--- config.mk ---
export PLATFORM = sky130hd
export DESIGN_NAME = ram_stream_reader
export DESIGN_NICKNAME = d
export VERILOG_FILES = /design/src/rtl/tivi_pkg.sv /design/src/rtl/ram_stream_fifo.sv /design/src/rtl/ram_stream_reader.sv
export SDC_FILE = /design/constraint.sdc
export NUM_CORES = 1
export LEC_CHECK = 0
export ABC_AREA = 1
export BUFFER_PORTS_ARGS = -buffer_cell sky130_fd_sc_hd__buf_2
export CELL_PAD_IN_SITES_DETAIL_PLACEMENT = 1
export CELL_PAD_IN_SITES_GLOBAL_PLACEMENT = 1
export CORE_MARGIN = 2
export CORE_UTILIZATION = 45
export DETAILED_ROUTE_END_ITERATION = 10
export PLACE_DENSITY_LB_ADDON = 0.1
export SYNTH_ARGS = -nofsm -noshare
export SYNTH_HDL_FRONTEND = slang
export SYNTH_SLANG_ARGS = --single-unit
--- constraint.sdc ---
create_clock -name clk -period 3.6 [get_ports clk]
set_input_delay 1.08 -clock clk [delete_from_list [all_inputs] [get_ports clk]]
set_output_delay 1.08 -clock clk [all_outputs]
set_load 0.01 [all_outputs]
--- src/rtl/tivi_pkg.sv ---
// Shared definitions for the tivi video blocks: stream reader FSM states and RAM read timing.
package tivi_pkg;

    typedef enum logic [1:0] {
        IDLE  = 2'd0,
        FETCH = 2'd1,
        DRAIN = 2'd2,
        DONE  = 2'd3
    } rsr_state_t;

    // Cycles from ram_addr to valid ram_dout on the tivi block RAM read port.
    localparam int RAM_READ_LATENCY = 1;

endpackage

--- src/rtl/ram_stream_fifo.sv ---
// Synchronous FIFO buffering RAM read data for the stream reader; DEPTH must be a power of two.
module ram_stream_fifo #(
    parameter int DATA_WIDTH = 8,
    parameter int DEPTH      = 4
) (
    input  logic                    clk,
    input  logic                    rst_n,
    input  logic                    i_flush,
    input  logic                    i_push,
    input  logic [DATA_WIDTH-1:0]   i_data,
    input  logic                    i_pop,
    output logic [DATA_WIDTH-1:0]   o_data,
    output logic [$clog2(DEPTH):0]  o_count,
    output logic                    o_empty,
    output logic                    o_full
);
    localparam int PW = $clog2(DEPTH);

    logic [DATA_WIDTH-1:0] r_mem [DEPTH];
    logic [PW-1:0]         r_wr_ptr;
    logic [PW-1:0]         r_rd_ptr;
    logic [PW:0]           r_count;
    logic                  w_push_ok;
    logic                  w_pop_ok;

    assign o_empty   = (r_count == '0);
    assign o_full    = (r_count == (PW+1)'(DEPTH));
    assign o_count   = r_count;
    assign o_data    = r_mem[r_rd_ptr];
    // A pop frees the slot a same-cycle push needs, so push at full is fine when popping.
    assign w_pop_ok  = i_pop && !o_empty;
    assign w_push_ok = i_push && (!o_full || w_pop_ok);

    // NOTE: storage is left out of reset; the pointers and count define which entries are valid.
    always_ff @(posedge clk) begin
        if (w_push_ok) begin
            r_mem[r_wr_ptr] <= i_data;
        end
    end

    always_ff @(posedge clk) begin
        if (!rst_n || i_flush) begin
            r_wr_ptr <= '0;
            r_rd_ptr <= '0;
            r_count  <= '0;
        end else begin
            if (w_push_ok) begin
                r_wr_ptr <= r_wr_ptr + PW'(1);
            end
            if (w_pop_ok) begin
                r_rd_ptr <= r_rd_ptr + PW'(1);
            end
            case ({w_push_ok, w_pop_ok})
                2'b10:   r_count <= r_count + (PW+1)'(1);
                2'b01:   r_count <= r_count - (PW+1)'(1);
                default: r_count <= r_count;
            endcase
        end
    end

endmodule

--- src/rtl/ram_stream_reader.sv ---
// Burst reader for the tivi block RAM: streams LENGTH words from BASE onward on a valid/ready port.
// Define RAM_STREAM_READER_ABORT_EN to add the abort input that cancels a running burst.
module ram_stream_reader
    import tivi_pkg::*;
#(
    parameter int ADDR_WIDTH = 12,
    parameter int DATA_WIDTH = 8,
    parameter int FIFO_DEPTH = 4
) (
    input  logic                  clk,
    input  logic                  rst_n,
    input  logic                  start,
    input  logic [ADDR_WIDTH-1:0] base,
    input  logic [ADDR_WIDTH:0]   length,
`ifdef RAM_STREAM_READER_ABORT_EN
    input  logic                  abort,
`endif
    output logic                  busy,
    output logic                  done,
    output logic [ADDR_WIDTH-1:0] ram_addr,
    input  logic [DATA_WIDTH-1:0] ram_dout,
    output logic [DATA_WIDTH-1:0] out_data,
    output logic                  out_valid,
    input  logic                  out_ready
);
    localparam int CW  = $clog2(FIFO_DEPTH) + 1;
    localparam int LAT = RAM_READ_LATENCY;

    rsr_state_t            r_state;
    rsr_state_t            w_state_next;
    logic [ADDR_WIDTH-1:0] r_addr;
    logic [ADDR_WIDTH:0]   r_remaining;
    logic [LAT-1:0]        r_inflight;

    logic                  w_abort;
    logic                  w_start_ok;
    logic                  w_issue;
    logic                  w_last_issue;
    logic                  w_credit;
    logic                  w_push;
    logic                  w_pop;
    logic                  w_drained;
    logic [CW:0]           w_occupancy;
    logic [CW-1:0]         w_fifo_count;
    logic                  w_fifo_empty;
    logic                  w_fifo_full;

`ifdef RAM_STREAM_READER_ABORT_EN
    assign w_abort = abort && ((r_state == FETCH) || (r_state == DRAIN));
`else
    assign w_abort = 1'b0;
`endif

    assign w_start_ok = (r_state == IDLE) && start;
    assign w_pop      = out_valid && out_ready;
    assign w_push     = r_inflight[LAT-1] && !w_abort;

    // Every in-flight read owns a FIFO slot, so RAM data can always be captured.
    assign w_occupancy = {1'b0, w_fifo_count} + (CW+1)'($countones(r_inflight)) + (CW+1)'(1);
    assign w_credit    = !(w_fifo_full && !w_pop) &&
                         (w_occupancy <= (CW+1)'(FIFO_DEPTH) + (CW+1)'(w_pop));

    assign w_issue      = (r_state == FETCH) && w_credit && !w_abort;
    assign w_last_issue = w_issue && (r_remaining == (ADDR_WIDTH+1)'(1));
    assign w_drained    = (r_inflight == '0) &&
                          (w_fifo_empty || ((w_fifo_count == CW'(1)) && w_pop));

    assign busy      = (r_state != IDLE) || w_start_ok;
    assign done      = (r_state == DONE);
    assign ram_addr  = r_addr;
    assign out_valid = !w_fifo_empty;

    always_comb begin
        // NOTE: the default comes first so every path assigns w_state_next and no latch is inferred.
        w_state_next = r_state;
        unique case (r_state)
            IDLE: begin
                if (start) begin
                    w_state_next = (length == '0) ? DONE : FETCH;
                end
            end
            FETCH: begin
                if (w_abort) begin
                    w_state_next = DONE;
                end else if (w_last_issue) begin
                    w_state_next = DRAIN;
                end
            end
            DRAIN: begin
                if (w_abort || w_drained) begin
                    w_state_next = DONE;
                end
            end
            DONE:    w_state_next = IDLE;
            default: w_state_next = IDLE;
        endcase
    end

    always_ff @(posedge clk) begin
        if (!rst_n) begin
            r_state     <= IDLE;
            r_addr      <= '0;
            r_remaining <= '0;
        end else begin
            // NOTE: non-blocking assignments so every register samples pre-edge values.
            r_state <= w_state_next;
            if (w_start_ok && (length != '0)) begin
                r_addr      <= base;
                r_remaining <= length;
            end else if (w_issue) begin
                r_remaining <= r_remaining - (ADDR_WIDTH+1)'(1);
                if (!w_last_issue) begin
                    r_addr <= r_addr + ADDR_WIDTH'(1);
                end
            end
        end
    end

    generate
        if (LAT == 1) begin : g_lat_one
            always_ff @(posedge clk) begin
                if (!rst_n || w_abort) begin
                    r_inflight <= '0;
                end else begin
                    r_inflight <= w_issue;
                end
            end
        end else begin : g_lat_multi
            always_ff @(posedge clk) begin
                if (!rst_n || w_abort) begin
                    r_inflight <= '0;
                end else begin
                    r_inflight <= {r_inflight[LAT-2:0], w_issue};
                end
            end
        end
    endgenerate

    ram_stream_fifo #(
        .DATA_WIDTH (DATA_WIDTH),
        .DEPTH      (FIFO_DEPTH)
    ) u_fifo (
        .clk     (clk),
        .rst_n   (rst_n),
        .i_flush (w_abort),
        .i_push  (w_push),
        .i_data  (ram_dout),
        .i_pop   (w_pop),
        .o_data  (out_data),
        .o_count (w_fifo_count),
        .o_empty (w_fifo_empty),
        .o_full  (w_fifo_full)
    );

endmodule
# Word level (Yosys, flattened, before mapping)
# Memory sizes are Yosys's and may differ from the RTL's. A register that Yosys moved wholly into a read port is not among the register bits.
# Cells that the tools add are included.
[word_totals]
register_bits = 35
mem_bits_rw = 32
in_bits = 37
output_inout_bits = 23
wordCells = 73
n_memories = 1
[op_classes]
add_sub_neg = 9
order_cmp = 1
n_eq_ne = 12
n_mux = 15
bitwise = 1
reduce_logical = 27
[memory_table]
columns = ["memory", "words", "word_bits", "read_ports", "rd_ports_with_merged_regs", "wr", "line", "rtl"]
rows = [
  ["u_fifo.r_mem", 4, 8, 1, 1, 1, "ram_stream_fifo.sv:19", "logic [DATA_WIDTH-1:0] r_mem [DEPTH];"],
]
[ops]
columns = ["operator", "count"]
rows = [
  ["two-way mux 12 bit", 3],
  ["two-way mux 13 bit", 2],
  ["equality test 13 x 1 -> 1 bit (second input constant)", 1],
  ["logical NOT 13 bit", 1],
  ["nonzero test 13 bit", 1],
  ["subtractor 13 x 1 -> 13 bit (second input constant)", 1],
  ["adder 12 x 1 -> 12 bit (second input constant)", 1],
  ["two-way mux 2 bit", 6],
  ["logical AND 1 bit", 11],
  ["case mux 2 bit (4 select lines)", 1],
  ["equality test 2 bit (second input constant)", 3],
  ["!= test 2 bit (second input constant)", 3],
  ["case mux 3 bit (2 select lines)", 1],
  ["nonzero test 2 bit", 3],
  ["adder 2 x 1 -> 2 bit (second input constant)", 2],
  ["adder 3 x 1 -> 4 bit", 1],
  ["adder 3 x 1 -> 4 bit (first input constant)", 1],
  ["adder 4 x 1 -> 4 bit (second input constant)", 1],
  ["equality test 2 x 1 -> 1 bit (second input constant)", 2],
  ["<= comparator 4 bit", 1],
  ["logical NOT 1 bit", 4],
  ["adder 3 x 1 -> 3 bit (second input constant)", 1],
  ["equality test 3 x 1 -> 1 bit (second input constant)", 1],
  ["equality test 3 bit (second input constant)", 1],
  ["other kinds (9)", 12],
]

# Depth between registers and ports, before layout
# Gate-level depths: netlist of the first run.
[depth]
depth_word = 12
mapped_depth = 16
ltp_nobuf = 16

# Cells and area by module
# From an unflattened synthesis of the first run, not the netlist that was laid out.
[unflattened]
hier_cells = 510
hier_area_um2 = 3926.3
[by_module_without_submodules]
columns = ["mod", "instances", "cells_per_inst", "area_per_inst_um2", "seq_area_each_um2"]
rows = [
  ["ram_stream_reader", 1, 368, 2237.1, 560.5],
  ["ram_stream_fifo", 1, 142, 1689.1, 1141.1],
]

# Worst setup path before layout of the first run
# No wires, ideal clock.
[synth_path]
kind = "input -> register"
from = "in out_ready"
to = "reg r_remaining[0]"
setup_time_ps = 115
arrival_time_ps = 2275
required_time_ps = 3485
slack_ps = 1209
stages = 12
path_cell_list = "nand2_1 > inv_1 > ha_1 > nor2_1 > nor2_1 > nor2_1 > nor2_1 > buf_2 > nand2_2 > nor2_1 > o21ai_0 > inv_1"
[synth_between]
elab_chain_len = 7
[synth_lines]
columns = ["element", "line", "rtl"]
rows = [
  ["start, declared", "ram_stream_reader.sv:24", "input logic out_ready"],
  ["logical AND 1 bit (*)", "ram_stream_reader.sv:55", "assign w_pop = out_valid && out_ready;"],
  ["parallel branches: the longest is 3 deep, another holds adder 3 x 1 -> 4 bit", "--", ""],
  ["logical AND 1 bit (*)", "ram_stream_reader.sv:60", "assign w_credit = !(w_fifo_full && !w_pop) &&"],
  ["logical AND 1 bit (*)", "ram_stream_reader.sv:63", "assign w_issue = (r_state == FETCH) && w_credit && !w_abort;"],
  ["nonzero test 2 bit (no line) (*)", "--", ""],
  ["end signal, assigned", "ram_stream_reader.sv:109", "r_remaining <= length;"],
  ["end signal, assigned", "ram_stream_reader.sv:111", "r_remaining <= r_remaining - (ADDR_WIDTH+1)'(1);"],
  ["end, declared", "ram_stream_reader.sv:32", "logic [ADDR_WIDTH:0] r_remaining;"],
]
# Every way passes the cells marked *.
# A chain may end at the register's enable or synchronous reset.

==> metrics, run 1 <==
status=finished clean; Sw Ratio=between 40 and 50%; Avg Cell Area, Syn=about 7.6 µm²; Remaining Overflow, GRT=0; Core ar.=just over 8000 µm²; Synth async-reset ratio=0%; Clk pwr share=a little over a fifth; layout cells sized above 1=about 16%; total CTS buffers=9; Worst-path clk slew=about 0.08 ns; clock sink count=between 60 and 70; row cnt=33; Total Wirelength=10.18 mm; sequential share of the synthesized area=about 44%; GRT Total Usage=a little under a quarter; via count=about 3500; maximum VDD drop=between 0.4 and 0.5 mV; NetSw=1546 µW; I/O pin cnt=60; final hold vios=0; Initial Util=a little under half; TritonCTS clock tree=done; wire per inst=approximately 15 µm; Cell Int Power=1967 µW; first-pass GRT wire length=about 17 mm; Max Slew Vio Count=0; die area=9271 µm²; WP data arrival=1.71 ns; Area growth, synth to finish=15.47%; Max Cap Viol=0; 1st-iter DRT viols=111; RSZ-0062 raised after global routing=no; Syn Std Cell Area=about 3800 µm²; slew at the pin closest to its max-slew limit=0.8501 ns; die height=approximately 96 µm; Bufs on Longest Clock Path=2; H-tree Lvls=3; count of state elements after synthesis=between 60 and 70; setup TNS=0 ns; most common cell after layout, fill and taps aside=nor2_1; leak pwr=0.002045 µW; clock latency on the worst-skew pair=~0.35 ns; die width=a little under 100 µm; drt drc=0; Post-Synthesis Cells=502; number of distinct library cells after synthesis=29; drt pass-1 iters=4; Net count, final=618; most frequent cells in the layout=nor2_1, nand2_1, nand3_1; largest net degree at the start of global routing=29; synth warn=0; vias in the first global route=~3600; post-placement cell count=roughly 660; CP max-delay cell=inv_1; Flop pwr share=33.4%; WS Path Type=reg -> out; hold buffer count at cts=0; CTS root buf=clkbuf_8; post-DR vias/cell=5.224; Most used DFF post-synth=dfxtp_1; Final period util=77.57%; Detail Route Antenna Nets=0; Largest delay share family, worst path=buffers and inverters; critical path startpoint category=flip-flop; CP required=between 2 and 3 ns; Post-CTS Setup Bufs=0; minimum clock period=approximately 2.8 ns; CP max stage delay=0.36 ns; HP Class=reg -> reg; clk_skew=around 0.011 ns; Post-synth EDFFs=32; IO Port Bufs=roughly 60; Syn Nets=roughly 560; Slew Limit Headroom=43.11%; hpwl dp=approximately 7.3 mm; worst-path maximum fanout=17; Fillers=1051; Final Wtd Congestion=roughly 0.80; Cell Chain, Critical Path=buf_4 > inv_1 > o21ai_0 > o22ai_1 > buf_2; FMAX=between 300 and 400 MHz; post-cts sizing count=0; Worst setup EP type=primary output; # diodes=0; pwr/cell area=between 700 and 800 nW/µm²; Setup violations, final=0; Comb power frac=between 40% and 50%; CP bufs+invs=3; Final Non-Filler Cells=between 600 and 700; initial antenna violation count=0
[cell usage after synthesis, types with 3 or more instances]
library cell / instances / share of area, %
a21oi_1: 19 / 2.5
buf_1: 4 / 0.39
buf_4: 3 / 0.59
clkbuf_1: 4 / 0.39
dfxtp_1: 37 / 19
edfxtp_1: 32 / 25
ha_1: 20 / 6.5
inv_1: 51 / 5.0
nand2_1: 84 / 8.2
nand2_2: 4 / 0.65
nand3_1: 64 / 8.4
nand3b_1: 3 / 0.59
nand4_1: 3 / 0.49
nor2_1: 100 / 9.8
nor2_2: 3 / 0.49
o21ai_0: 35 / 4.6
o22ai_1: 8 / 1.3
xor2_1: 11 / 2.5
[stage by stage]
stage	setup WS [ns]	hold WS [ns]	power, µW	utilization (%)	cell area [µm²]
2_1_floorplan	1.209	0.4435	2340	-	3832
3_3_place_gp	0.8220	0.4661	2698	51.07	4197
3_5_place_dp	0.7499	0.4799	2793	51.07	4197
4_1_cts	0.8192	0.5084	3541	53.86	4425
5_1_grt	0.6993	0.5161	3827	53.86	4425
6_report	0.8075	0.5048	3513	53.86	4425
[power groups by stage]
| stage | Combinational, µW | Sequential [µW] | Clock [µW] |
|---|---|---|---|
| 2_1_floorplan | 1180 | 1160 | 0 |
| 3_3_place_gp | 1520 | 1180 | 0 |
| 3_5_place_dp | 1610 | 1190 | 0 |
| 4_1_cts | 1620 | 1170 | 748 |
| 5_1_grt | 1850 | 1200 | 778 |
| 6_report | 1600 | 1170 | 737 |
[registers in the layout, indices dropped and copies added, names as in the netlist, named ones only]
signal and cells:
r_inflight 1, u_fifo.r_wr_ptr 2, ram_addr 12, r_remaining 13
u_fifo.r_mem 32, u_fifo.r_rd_ptr 2, u_fifo.o_count 3, r_state 2
[kinds of logic (layout without fill, tap and decap cells)]
family | Yosys count | in the layout | synth area share (%)
simple gates | 266 | 266 | 29.48
flops | 69 | 69 | 44.40
buf+inv | 69 | 133 | 7.802
compound gates | 65 | 65 | 8.815
fa+ha+maj | 20 | 20 | 6.530
xor+xnor | 13 | 13 | 2.971
[metal layers]
metal	wire length, µm	vias to the layer above	track usage, %
met1	4695	1686	28.78
li1	-	1756	-
met5	0	-	0
met4	129	0	8.452
met2	5135	50	42.42
met3	222	13	3.446
[layout make-up]
class	instances	area, µm²	share of cell area, %
clock buffers	9	123.9	2.799
clock inverters	7	105.1	2.375
inverters	53	198.9	4.495
multi-input cells	364	1832	41.39
flip-flops and latches	69	1702	38.45
well taps	105	131.4	2.969
repair buffers	64	332.8	7.521
[worst paths after layout]
kind | from | endpoint | slack, ns | depth (start not counted)
worst min register to register | u_fifo.r_rd_ptr[0] | u_fifo.r_rd_ptr[0] | 0.50 | 1
worst max-delay path | flip-flop | out_data[7] | 0.81 | 5
worst max register to register | u_fifo.o_count[1] | r_remaining[8] | 1.08 | 15
worst min-delay path | u_fifo.r_rd_ptr[0] | u_fifo.r_rd_ptr[0] | 0.50 | 1
No activity file was read; power rests on OpenSTA's default activity.
==> run 2: changes to the inputs <==
CORE_UTILIZATION = 42   (was 45)
clock period = 2.9 ns   (was 3.6 ns; I/O delays follow)
==> run 2 against run 1 <==
Core utilization fell by 2.8 points. Sequential cell count unchanged. Die area grew 6.8%. Final cell count is 1.3% higher. Routed wire length fell by 1.6%. Clock-buffer cell count did not move. Worst setup slack got worse by 0.25 ns. Global-route usage decreased by 2.5 points. Combinational power rose by 24%. Clock skew up 0.0073 ns. Cell area increased by 1.7%. First-iteration DRC count down 0.90%. Critical endpoint is now out_data[0].
==> metrics, run 2 (synthesized netlist as in run 1, its figures left out) <==
status=finished clean (unchanged); Initial Util=43.52% (was 46.64%); hpwl dp=7.315 mm (was 7.297 mm); Worst-path clk slew=0.08 ns (about the same); Total Wirelength=10.02 mm (was 10.18 mm); Post-CTS Setup Bufs=0 (unchanged); Area growth, synth to finish=17.40% (was 15.47%); WS Path Type=reg -> out (unchanged); Top reg by flops=u_fifo.r_mem (unchanged); worst-path maximum fanout=16 (was 17); hold buffer count at cts=0 (unchanged); Max Cap Viol=0 (unchanged); setup TNS=0 ns (unchanged); largest net degree at the start of global routing=31 (was 29); max reg flops=32 (unchanged); HP Class=reg -> reg (unchanged); clock sink count=69 (unchanged); depth of the most critical reg-to-reg path=15 (unchanged); IO Port Bufs=59 (unchanged); drt drc=0 (unchanged); Max Slew Vio Count=0 (unchanged); Reg2Reg Launch Point=u_fifo.o_count[1] (unchanged); CP max stage delay=0.34 ns (was 0.36 ns); pwr/cell area=990.0 nW/µm² (was 793.7 nW/µm²); CTS root buf=clkbuf_8 (unchanged); total CTS buffers=9 (unchanged); Remaining Overflow, GRT=0 (unchanged); Detail Route Antenna Nets=0 (unchanged); post-DR vias/cell=5.182 (was 5.224); Slew Limit Headroom=70.13% (was 43.11%); hold path depth=1 (unchanged); Final Wtd Congestion=0.7932 (was 0.8014); Crit path depth=4 (was 5); clock latency on the worst-skew pair=0.35 ns (about the same); final hold vios=0 (unchanged); clk_skew=0.01843 ns (was 0.01114 ns); RSZ-0062 raised after global routing=no (unchanged); vias in the first global route=3547 (was 3569); H-tree Lvls=3 (unchanged); WP data arrival=1.47 ns (was 1.71 ns); CP required=2.03 ns (was 2.52 ns); post-placement cell count=664 (was 655); most frequent cells in the layout=nor2_1, nand2_1, nand3_1 (unchanged); Final Non-Filler Cells=680 (was 671); maximum VDD drop=0.3836 mV (was 0.4145 mV); GRT met2 Usage=38.25% (was 42.42%); leak pwr=0.002091 µW (was 0.002045 µW); die height=99.53 µm (was 96.29 µm); first-pass GRT wire length=16.66 mm (was 16.80 mm); Bufs on Longest Clock Path=2 (unchanged); most common cell after layout, fill and taps aside=nor2_1 (unchanged); Cell Chain, Critical Path=inv_1 > o21ai_0 > o22ai_1 > buf_2 (was buf_4 > inv_1 > o21ai_0 > o22ai_1 > buf_2); # diodes=0 (unchanged); GRT met1 Usage=25.98% (was 28.78%); via count=3524 (was 3505); minimum clock period=roughly 2.3 ns; row cnt=34 (was 33); TritonCTS clock tree=done (unchanged); FMAX=427.6 MHz; hold path start=u_fifo.r_rd_ptr[0] (unchanged); Largest delay share family, worst path=buffers and inverters (unchanged); die width=99.53 µm (was 96.29 µm); M3 GR Usage=4.006% (was 3.446%); I/O pin cnt=60 (unchanged); 1st-iter DRT viols=110 (was 111); Net count, final=624 (was 618); Setup violations, final=0 (unchanged); Core ar.=8806 µm² (was 8217 µm²); GRT Total Usage=21.16% (was 23.70%); Final period util=between 80% and 90%; critical path startpoint category=flip-flop (unchanged); die area=9905 µm² (was 9271 µm²); grt peak-use layer=met2 (unchanged); CP max-delay cell=inv_1 (unchanged); wire per inst=14.74 µm (was 15.17 µm); initial antenna violation count=0 (unchanged); slew at the pin closest to its max-slew limit=0.4476 ns (was 0.8501 ns); drt pass-1 iters=4 (unchanged); CP bufs+invs=2 (was 3); Worst setup EP type=primary output (unchanged); post-cts sizing count=0 (unchanged); layout cells sized above 1=16.96% (was 16.08%)
run 2: worst register-to-register path, delay by kind of cell, from the launching register on:
family | cells | cell delay [ns]
adder cells (fa/ha/maj) | 2 | 0.48
buffers and inverters | 3 | 0.49
flip-flops | 1 | 0.41
AND/OR/NAND/NOR | 10 | 0.90
run 2: through the flow:
step / area, µm² / util [%] / setup slack [ns] / hold slack, ns / power, µW
floorplan: 3832 / - / 0.7190 / 0.4435 / 2905
global placement: 4245 / 48.21 / 0.4304 / 0.4646 / 3380
detailed placement: 4245 / 48.21 / 0.3887 / 0.4741 / 3479
CTS: 4499 / 51.09 / 0.5288 / 0.4971 / 4501
global route: 4499 / 51.09 / 0.2328 / 0.5241 / 4859
finish: 4499 / 51.09 / 0.5613 / 0.4979 / 4454
run 2: report_power, final:
| group | leakage [µW] | total [µW] | switching (µW) | internal (µW) |
|---|---|---|---|---|
| sequential | 0.000593 | 1460 | 230 | 1230 |
| combinational | 0.00137 | 1990 | 1260 | 731 |
| clock | 0.000128 | 1000 | 416 | 588 |
run 2: layout make-up:
class	count	area, µm²
timing repair buffer	70	377.9
clock buffer	9	123.9
multi-input combinational	364	1832
sequential	69	1702
clock inverter	7	130.1
tap	108	135.1
fill	1142	4307
inverter	53	198.9
run 2: per-layer routing:
layer / up-vias / wire (µm)
li1: 1765 / -
met1: 1704 / 4510
met2: 48 / 5162
met3: 7 / 266
met4: 0 / 84
met5: - / 0
run 2: path summary, 6_finish.rpt:
check | endpoint | slack [ns]
max | out_data[0] | 0.56
min | flip-flop | 0.50
max reg2reg | ram_addr[10] | 0.57
min reg2reg | flip-flop | 0.50
